$ cat src/rtl/mtc_ppa_ptr_reg_pkg.sv
// ============================================================================
//  Module   : mtc_ppa_pkg
//  Brief    : Shared types and helpers for the mTC-PPA pointer register.
//  Revision : 1.0
// ============================================================================
`default_nettype none

package mtc_ppa_pkg;

    localparam int PPA_WIDTH_N  = 8;
    localparam int PPA_AMOUNT_M = 2;
    localparam int CNT_W        = $clog2(PPA_AMOUNT_M + 1);
    localparam int MAX_W        = 64;

    typedef struct packed {
        logic [PPA_WIDTH_N-1:0] ptr;
        logic [CNT_W-1:0]       cnt;
        logic                   hold;
    } ppa_beat_t;

    // Rotate the low w bits of v left by one; bit w-1 wraps to bit 0.
    function automatic logic [MAX_W-1:0] rotl1(input logic [MAX_W-1:0] v, input int w);
        logic [MAX_W-1:0] mask;
        logic [MAX_W-1:0] wrap;
        mask = (w >= MAX_W) ? '1 : ((MAX_W'(1) << w) - MAX_W'(1));
        wrap = (v >> (w - 1)) & MAX_W'(1);
        return ((v << 1) | wrap) & mask;
    endfunction

    function automatic int unsigned popcount(input logic [MAX_W-1:0] v);
        int unsigned n;
        n = 0;
        for (int i = 0; i < MAX_W; i++) begin
            n = n + {31'b0, v[i]};
        end
        return n;
    endfunction

endpackage

`default_nettype wire

$ cat src/rtl/mtc_ppa_ptr_reg_if.sv
// ============================================================================
//  Module   : mtc_ppa_ptr_reg_if
//  Brief    : Grant-in / pointer-out handshake bundle of mtc_ppa_ptr_reg.
//  Revision : 1.0
// ============================================================================
`default_nettype none

interface mtc_ppa_ptr_reg_if #(
    parameter int WIDTH_N  = 8,
    parameter int AMOUNT_M = 2
);
    logic [AMOUNT_M-1:0][WIDTH_N-1:0]   in_gnt_i;
    logic [AMOUNT_M-1:0][WIDTH_N-1:0]   in_gntss_i;
    logic                               in_gnt_vld_i;
    logic                               in_gnt_rdy_o;
    logic [WIDTH_N-1:0]                 out_ptr_next_o;
    logic [$clog2(AMOUNT_M+1)-1:0]      out_gnt_cnt_o;
    logic                               out_hold_o;
    logic                               out_ptr_next_vld_o;
    logic                               out_ptr_next_rdy_i;
    logic [WIDTH_N-1:0]                 ptr_o;

    modport master (
        output in_gnt_i, in_gntss_i, in_gnt_vld_i, out_ptr_next_rdy_i,
        input  in_gnt_rdy_o, out_ptr_next_o, out_gnt_cnt_o, out_hold_o,
               out_ptr_next_vld_o, ptr_o
    );

    modport slave (
        input  in_gnt_i, in_gntss_i, in_gnt_vld_i, out_ptr_next_rdy_i,
        output in_gnt_rdy_o, out_ptr_next_o, out_gnt_cnt_o, out_hold_o,
               out_ptr_next_vld_o, ptr_o
    );
endinterface

`default_nettype wire

$ cat src/rtl/mtc_ppa_ptr_reg_skid.sv
// ============================================================================
//  Module   : mtc_ppa_skid_buf
//  Brief    : Two-entry output skid buffer with registered input ready.
//  Revision : 1.0
// ============================================================================
`default_nettype none

module mtc_ppa_skid_buf #(
    parameter int BEAT_W = 11
) (
    input  wire logic              clk,
    input  wire logic              reset_n,
    input  wire logic [BEAT_W-1:0] in_data,
    input  wire logic              in_vld,
    output logic                   in_rdy,
    output logic [BEAT_W-1:0]      out_data,
    output logic                   out_vld,
    input  wire logic              out_rdy
);
    logic [BEAT_W-1:0] r_mem [2];
    logic              r_wr;
    logic              r_rd;
    logic [1:0]        r_count;
    logic              r_in_rdy;

    logic              w_push;
    logic              w_pop;
    logic [1:0]        w_count_nxt;

    assign w_push      = in_vld & r_in_rdy;
    assign w_pop       = out_vld & out_rdy;
    assign w_count_nxt = r_count + {1'b0, w_push} - {1'b0, w_pop};

    always_ff @(posedge clk or negedge reset_n) begin
        if (!reset_n) begin
            for (int i = 0; i < 2; i++) begin
                r_mem[i] <= '0;
            end
            r_wr     <= 1'b0;
            r_rd     <= 1'b0;
            r_count  <= 2'd0;
            r_in_rdy <= 1'b1;
        end else begin
            if (w_push) begin
                r_mem[r_wr] <= in_data;
                r_wr        <= ~r_wr;
            end
            if (w_pop) begin
                r_rd <= ~r_rd;
            end
            r_count  <= w_count_nxt;
            // Ready is looked ahead one cycle so it can be a plain flop.
            r_in_rdy <= (w_count_nxt != 2'd2);
        end
    end

    assign in_rdy   = r_in_rdy;
    assign out_vld  = (r_count != 2'd0);
    assign out_data = r_mem[r_rd];

endmodule

`default_nettype wire

$ cat src/rtl/mtc_ppa_ptr_reg.sv
// ============================================================================
//  Module   : mtc_ppa_ptr_reg
//  Brief    : Registered mTC-PPA pointer successor: picks the highest active
//             lane, rotates its grant left by one and commits it as pointer.
//             MTC_PPA_PTR_SKID_EN adds a 2-entry output skid buffer.
//  Revision : 1.0
// ============================================================================
`default_nettype none

module mtc_ppa_ptr_reg
    import mtc_ppa_pkg::*;
#(
    parameter int                 WIDTH_N  = 8,
    parameter int                 AMOUNT_M = 2,
    parameter logic [WIDTH_N-1:0] PTR_RST  = WIDTH_N'(1)
) (
    input  wire logic        clk,
    input  wire logic        reset_n,
    mtc_ppa_ptr_reg_if.slave bus
);
    localparam int c_CNT_W  = $clog2(AMOUNT_M + 1);
    localparam int c_BEAT_W = WIDTH_N + c_CNT_W + 1;

    typedef struct packed {
        logic [WIDTH_N-1:0] ptr;
        logic [c_CNT_W-1:0] cnt;
        logic               hold;
    } beat_t;

    logic [AMOUNT_M-1:0] w_selector;
    logic [WIDTH_N-1:0]  w_lane_gnt;
    logic                w_found;
    logic                w_sel_any;
    logic [WIDTH_N-1:0]  w_rot;
    beat_t               w_beat;
    beat_t               w_out;
    logic                w_in_rdy;
    logic                w_accept;
    logic [WIDTH_N-1:0]  r_ptr;

    always_comb begin
        w_selector = '0;
        w_lane_gnt = '0;
        w_found    = 1'b0;
        for (int i = 0; i < AMOUNT_M; i++) begin
            w_selector[i] = bus.in_gntss_i[i][WIDTH_N-1];
        end
        for (int i = AMOUNT_M - 1; i >= 0; i--) begin
            if (w_selector[i] && !w_found) begin
                w_lane_gnt = bus.in_gnt_i[i];
                w_found    = 1'b1;
            end
        end
    end

    assign w_sel_any   = |w_selector;
    assign w_rot       = WIDTH_N'(rotl1(MAX_W'(w_lane_gnt), WIDTH_N));
    assign w_beat.ptr  = w_sel_any ? w_rot : r_ptr;
    assign w_beat.cnt  = c_CNT_W'(popcount(MAX_W'(w_selector)));
    assign w_beat.hold = ~w_sel_any;
    assign w_accept    = bus.in_gnt_vld_i & w_in_rdy;

    // Pointer commits on the input side so consecutive beats chain on it.
    always_ff @(posedge clk or negedge reset_n) begin
        if (!reset_n) begin
            r_ptr <= PTR_RST;
        end else if (w_accept) begin
            r_ptr <= w_beat.ptr;
        end
    end

`ifdef MTC_PPA_PTR_SKID_EN
    logic [c_BEAT_W-1:0] w_out_data;
    logic                w_out_vld;

    mtc_ppa_skid_buf #(
        .BEAT_W (c_BEAT_W)
    ) u_skid (
        .clk      (clk),
        .reset_n  (reset_n),
        .in_data  (w_beat),
        .in_vld   (bus.in_gnt_vld_i),
        .in_rdy   (w_in_rdy),
        .out_data (w_out_data),
        .out_vld  (w_out_vld),
        .out_rdy  (bus.out_ptr_next_rdy_i)
    );

    assign w_out                  = beat_t'(w_out_data);
    assign bus.out_ptr_next_vld_o = w_out_vld;
`else
    beat_t r_out;
    logic  r_vld;

    assign w_in_rdy = ~r_vld | bus.out_ptr_next_rdy_i;

    always_ff @(posedge clk or negedge reset_n) begin
        if (!reset_n) begin
            r_out <= '0;
            r_vld <= 1'b0;
        end else if (w_accept) begin
            r_out <= w_beat;
            r_vld <= 1'b1;
        end else if (bus.out_ptr_next_rdy_i) begin
            r_vld <= 1'b0;
        end
    end

    assign w_out                  = r_out;
    assign bus.out_ptr_next_vld_o = r_vld;
`endif

    assign bus.in_gnt_rdy_o   = w_in_rdy;
    assign bus.out_ptr_next_o = w_out.ptr;
    assign bus.out_gnt_cnt_o  = w_out.cnt;
    assign bus.out_hold_o     = w_out.hold;
    assign bus.ptr_o          = r_ptr;

endmodule

`default_nettype wire
$ cat src/flat_wrapper.sv
// flat-port wrapper written by rule: the top's interface ports become plain ports
module mtc_ppa_ptr_reg_flat import mtc_ppa_pkg::*;
#(
    parameter int                 WIDTH_N  = 8,
    parameter int                 AMOUNT_M = 2,
    parameter logic [WIDTH_N-1:0] PTR_RST  = WIDTH_N'(1)
)
  (clk, reset_n, bus_in_gnt_i, bus_in_gntss_i, bus_in_gnt_vld_i, bus_out_ptr_next_rdy_i, bus_in_gnt_rdy_o, bus_out_ptr_next_o, bus_out_gnt_cnt_o, bus_out_hold_o, bus_out_ptr_next_vld_o, bus_ptr_o);
  mtc_ppa_ptr_reg_if #(.WIDTH_N(WIDTH_N), .AMOUNT_M(AMOUNT_M)) bus_i ();
  input  wire logic clk;
  input  wire logic reset_n;
  input wire logic [$bits(bus_i.in_gnt_i)-1:0] bus_in_gnt_i;
  input wire logic [$bits(bus_i.in_gntss_i)-1:0] bus_in_gntss_i;
  input wire logic [$bits(bus_i.in_gnt_vld_i)-1:0] bus_in_gnt_vld_i;
  input wire logic [$bits(bus_i.out_ptr_next_rdy_i)-1:0] bus_out_ptr_next_rdy_i;
  output wire logic [$bits(bus_i.in_gnt_rdy_o)-1:0] bus_in_gnt_rdy_o;
  output wire logic [$bits(bus_i.out_ptr_next_o)-1:0] bus_out_ptr_next_o;
  output wire logic [$bits(bus_i.out_gnt_cnt_o)-1:0] bus_out_gnt_cnt_o;
  output wire logic [$bits(bus_i.out_hold_o)-1:0] bus_out_hold_o;
  output wire logic [$bits(bus_i.out_ptr_next_vld_o)-1:0] bus_out_ptr_next_vld_o;
  output wire logic [$bits(bus_i.ptr_o)-1:0] bus_ptr_o;
  assign bus_i.in_gnt_i = bus_in_gnt_i;
  assign bus_i.in_gntss_i = bus_in_gntss_i;
  assign bus_i.in_gnt_vld_i = bus_in_gnt_vld_i;
  assign bus_i.out_ptr_next_rdy_i = bus_out_ptr_next_rdy_i;
  assign bus_in_gnt_rdy_o = bus_i.in_gnt_rdy_o;
  assign bus_out_ptr_next_o = bus_i.out_ptr_next_o;
  assign bus_out_gnt_cnt_o = bus_i.out_gnt_cnt_o;
  assign bus_out_hold_o = bus_i.out_hold_o;
  assign bus_out_ptr_next_vld_o = bus_i.out_ptr_next_vld_o;
  assign bus_ptr_o = bus_i.ptr_o;
  mtc_ppa_ptr_reg #(.WIDTH_N(WIDTH_N), .AMOUNT_M(AMOUNT_M), .PTR_RST(PTR_RST)) u_core (.clk(clk), .reset_n(reset_n), .bus(bus_i));
endmodule
$ cat config.mk
export PLATFORM = sky130hd
export DESIGN_NAME = mtc_ppa_ptr_reg_flat
export DESIGN_NICKNAME = d
export VERILOG_FILES = /design/src/rtl/mtc_ppa_ptr_reg_pkg.sv /design/src/rtl/mtc_ppa_ptr_reg_if.sv /design/src/rtl/mtc_ppa_ptr_reg_skid.sv /design/src/rtl/mtc_ppa_ptr_reg.sv /design/src/flat_wrapper.sv
export SDC_FILE = /design/constraint.sdc
export NUM_CORES = 1
export LEC_CHECK = 0
export BUFFER_PORTS_ARGS = -buffer_cell sky130_fd_sc_hd__buf_4
export CORE_AREA = 2 2 47 49
export DETAILED_ROUTE_END_ITERATION = 12
export DIE_AREA = 0 0 49 51
export MAX_ROUTING_LAYER = met4
export PLACE_DENSITY = 0.74
export REMOVE_ABC_BUFFERS = 1
export SLEW_MARGIN = 40
export SYNTH_ARGS = -nofsm -noshare
export SYNTH_HDL_FRONTEND = slang
export SYNTH_SLANG_ARGS = --single-unit
export TNS_END_PERCENT = 100
$ cat constraint.sdc
create_clock -name clk -period 1.6 [get_ports clk]
set_clock_uncertainty 0.2 [all_clocks]
set_input_delay 0.08 -clock clk [delete_from_list [all_inputs] [get_ports clk]]
set_output_delay 0.08 -clock clk [all_outputs]
set_load 0.005 [all_outputs]
==> flow_summary_export.csv <==
group,metric,value,unit
pwr,p_sw,265.1,uW
die,die_area,0.002499,mm^2
route,drt_wl_total,2.053,mm
route,wl_per_cell,13.60,um
yosys,ys_seq_elements,13,
flow_run,cap_viol_max_count,0,
global_routing,grt-ovfl-total,0,
global_routing,grt_pass1_vias,694,
critical_path,path_class,"reg2reg",
critical_path,required,1.56,ns
cts,cts_sinks,13,
finish,n_antenna_cell,0,
finish,layout_common_cells,"45 x buf_4, 19 x dlygate4sd3_1, 12 x dfrtp_1",
placed_design,io_buffers,42,
worst_hold_path,hold_class,"in2reg",
yosys,syn_inst,60,
timing,fmax,652.9,MHz
timing,drv_slew,0,
cts,clk_path_buf_depth,2,
critical_path,arrival,1.49,ns
finish,area_growth,87.12,%
pwr,power_frac_seq,0.424,
yosys,synth_top_area_share,0.4293,
timing,finalHoldViolCount,0,
timing,fin_crit_sh,0.9572,
route,drc_errors,0,
yosys,synth_cell_types,17,
timing,slew_headroom,0.6241,
timing,hold_slack,0.01983,ns
die,core-area,0.002063,mm^2
cts,cts-root-buf,"clkbuf_4",
route,drt.antenna.violating_nets,0,
yosys,netlist_area,699.4,um^2
pwr,p_comb_frac,0.376,
yosys,synthSimpleGateAreaFrac,0.08050,
finish,nets,163,
route,first_pass_iters,4,
yosys,ys_top_cells_by_area,"dfrtp_1 43%, mux2_2 16%, a22o_1 8.8%",
pwr,netSwitchingFraction,0.2643,
critical_path,endpoint_kind,"register",
yosys,ys_seq_area_frac,0.4669,
pwr,p_clk_frac,0.200,
critical_path,critPathMaxFanout,5,
die,die_height,51,um
yosys,synth_area_leader_cell,"dfrtp_1",
yosys,synth_top_family_by_area,"multiplexers",
timing,fin_crit,1.532,ns
die,row_count,17,
timing,tightest_slew,0.5621,ns
pwr,power_density,766.1,mW/mm^2
yosys,synthMuxAreaShare,0.1610,
cts,cts.clk_slew.worst_paths,0.08,ns
global_routing,grt_pass1_wl,3.091,mm
cts,cts_tree,"built",
yosys,yosysWarnings,0,
route,drt-initial-drc-count,5,
yosys,synth_compound_area_frac,0.1252,
route,viasPerCell,4.550,
global_routing,grt_start_max_net_pins,13,
route,vias,687,
die,die_w,49,um
finish,final_common_cell,"buf_4",
outcome,status,"complete, no violations",
yosys,synth-adder-area-share,0.05367,
cts,htreeDepth,1,
placed_design,place_congestion,0.7139,
critical_path,start_kind,"register",
timing,setup_tns,0,ns
cts,clk_latency,0.27,ns
die,start_util,0.3390,
pwr,ir_drop,0.3555,mV
timing,setup_viol,0,
pwr,power.internal,737.6,uW
pwr,p_leak,0.0006766,uW
yosys,synthXorXnorAreaFrac,0,
die,io_pins,57,
yosys,syn-mean-instance-area,11.66,um^2
cts,cts_buffers,3,
global_routing,antenna_found_initial,0,
finish,layout-drive-gt1-share,0.5285,
global_routing,grt_usage,0.1717,
==> power by group through the flow <==
stage	Clock (uW)	Sequential (uW)	Combinational, uW
2_1_floorplan	0	435	91.2
6_report	200	425	377
5_1_grt	222	432	407
3_5_place_dp	0	431	313
4_1_cts	209	425	353
3_3_place_gp	0	427	306
==> kinds of logic (layout without fill, tap and decap cells) <==
| group | count (synthesis) | after routing |
|---|---|---|
| AOI/OAI and AO/OA | 11 | 11 |
| and+or+nand+nor | 10 | 10 |
| DFF | 13 | 13 |
| adders and majority gates | 3 | 3 |
| buffers and inverters | 13 | 76 |
| muxes | 10 | 10 |
==> synthesized netlist by cell type <==
| library cell | instances |
|---|---|
| a21oi_1 | 1 |
| a22o_1 | 7 |
| a21boi_0 | 1 |
| nor3_1 | 1 |
| ha_1 | 3 |
| nor3_4 | 1 |
| o21ai_0 | 1 |
| dfstp_2 | 1 |
| dfrtp_1 | 12 |
| mux2_2 | 10 |
| nor2_1 | 1 |
| buf_4 | 8 |
| nor2b_1 | 2 |
| a211o_1 | 1 |
| nand2_1 | 5 |
| clkbuf_1 | 1 |
| inv_1 | 4 |
==> per-layer routing <==
metal,GRT usage,wire (um),vias up
met2,0.3219,1205,24
met5,-,0,-
met1,0.1716,706,330
li1,-,-,327
met3,0.03509,103,6
met4,0.08095,37,0
==> per-stage QoR <==
step / utilization / std cells / power (uW) / instance area [um^2] / setup WS, ns
floorplan: - / 51 / 526.5 / 635.6 / 0.07595
global placement: 0.4985 / 125 / 732.5 / 1028 / 0.1218
detailed placement: 0.4985 / 125 / 744.6 / 1028 / 0.08021
CTS: 0.6082 / 149 / 986.8 / 1255 / 0.005504
global route: 0.6343 / 151 / 1061 / 1309 / -0.0005492
finish: 0.6343 / 151 / 1003 / 1309 / 0.06848
==> timing repair <==
item                                    CTS  global route
gates resized for setup                   0             7
endpoints found under the setup margin    0             7
hold endpoints to repair                 25             0
setup buffers                             0             1
hold buffers                             20             0
==> state kept, by name, indices dropped and copies added, names as in the netlist <==
signal,cells
u_core.bus.out_hold_o,1
u_core.bus.out_ptr_next_vld_o,1
u_core.bus.ptr_o,1
u_core.bus.out_ptr_next_o,8
u_core.bus.out_gnt_cnt_o,2
==> path summary, 6_finish.rpt <==
kind                                                           start                                        end  slack [ns]  cells after the start
max in group asynchronous                                    reset_n   u_core.bus.out_ptr_next_o[6]$_DFFE_PN0P_        0.15                      3
min in group asynchronous                                    reset_n            u_core.bus.ptr_o[0]$_DFFE_PN1P_        0.08                      2
setup reg to reg           u_core.bus.out_ptr_next_vld_o$_DFFE_PN0P_   u_core.bus.out_ptr_next_o[6]$_DFFE_PN0P_        0.07                      4
hold reg to reg              u_core.bus.out_gnt_cnt_o[1]$_DFFE_PN0P_    u_core.bus.out_gnt_cnt_o[1]$_DFFE_PN0P_        0.31                      1
setup / recovery           u_core.bus.out_ptr_next_vld_o$_DFFE_PN0P_   u_core.bus.out_ptr_next_o[6]$_DFFE_PN0P_        0.07                      4
hold / removal                                bus_out_ptr_next_rdy_i  u_core.bus.out_ptr_next_vld_o$_DFFE_PN0P_        0.02                      5
==> layout make-up <==
class | count | area (um^2)
Tap cell | 28 | 35.03
Fill cell | 166 | 754.5
Sequential cell | 13 | 326.6
Clock buffer | 4 | 26.28
Multi-Input combinational cell | 34 | 309.0
Timing Repair Buffer | 68 | 596.8
Inverter | 4 | 15.01
==> worst max-delay path, cell delays in order (launching register included) <==
cell	delay, ns
dfrtp_1	0.38
nor2b_4	0.14
nor3_4	0.21
clkbuf_16	0.20
mux2_4	0.29
Power figures use the tool's default switching activity.
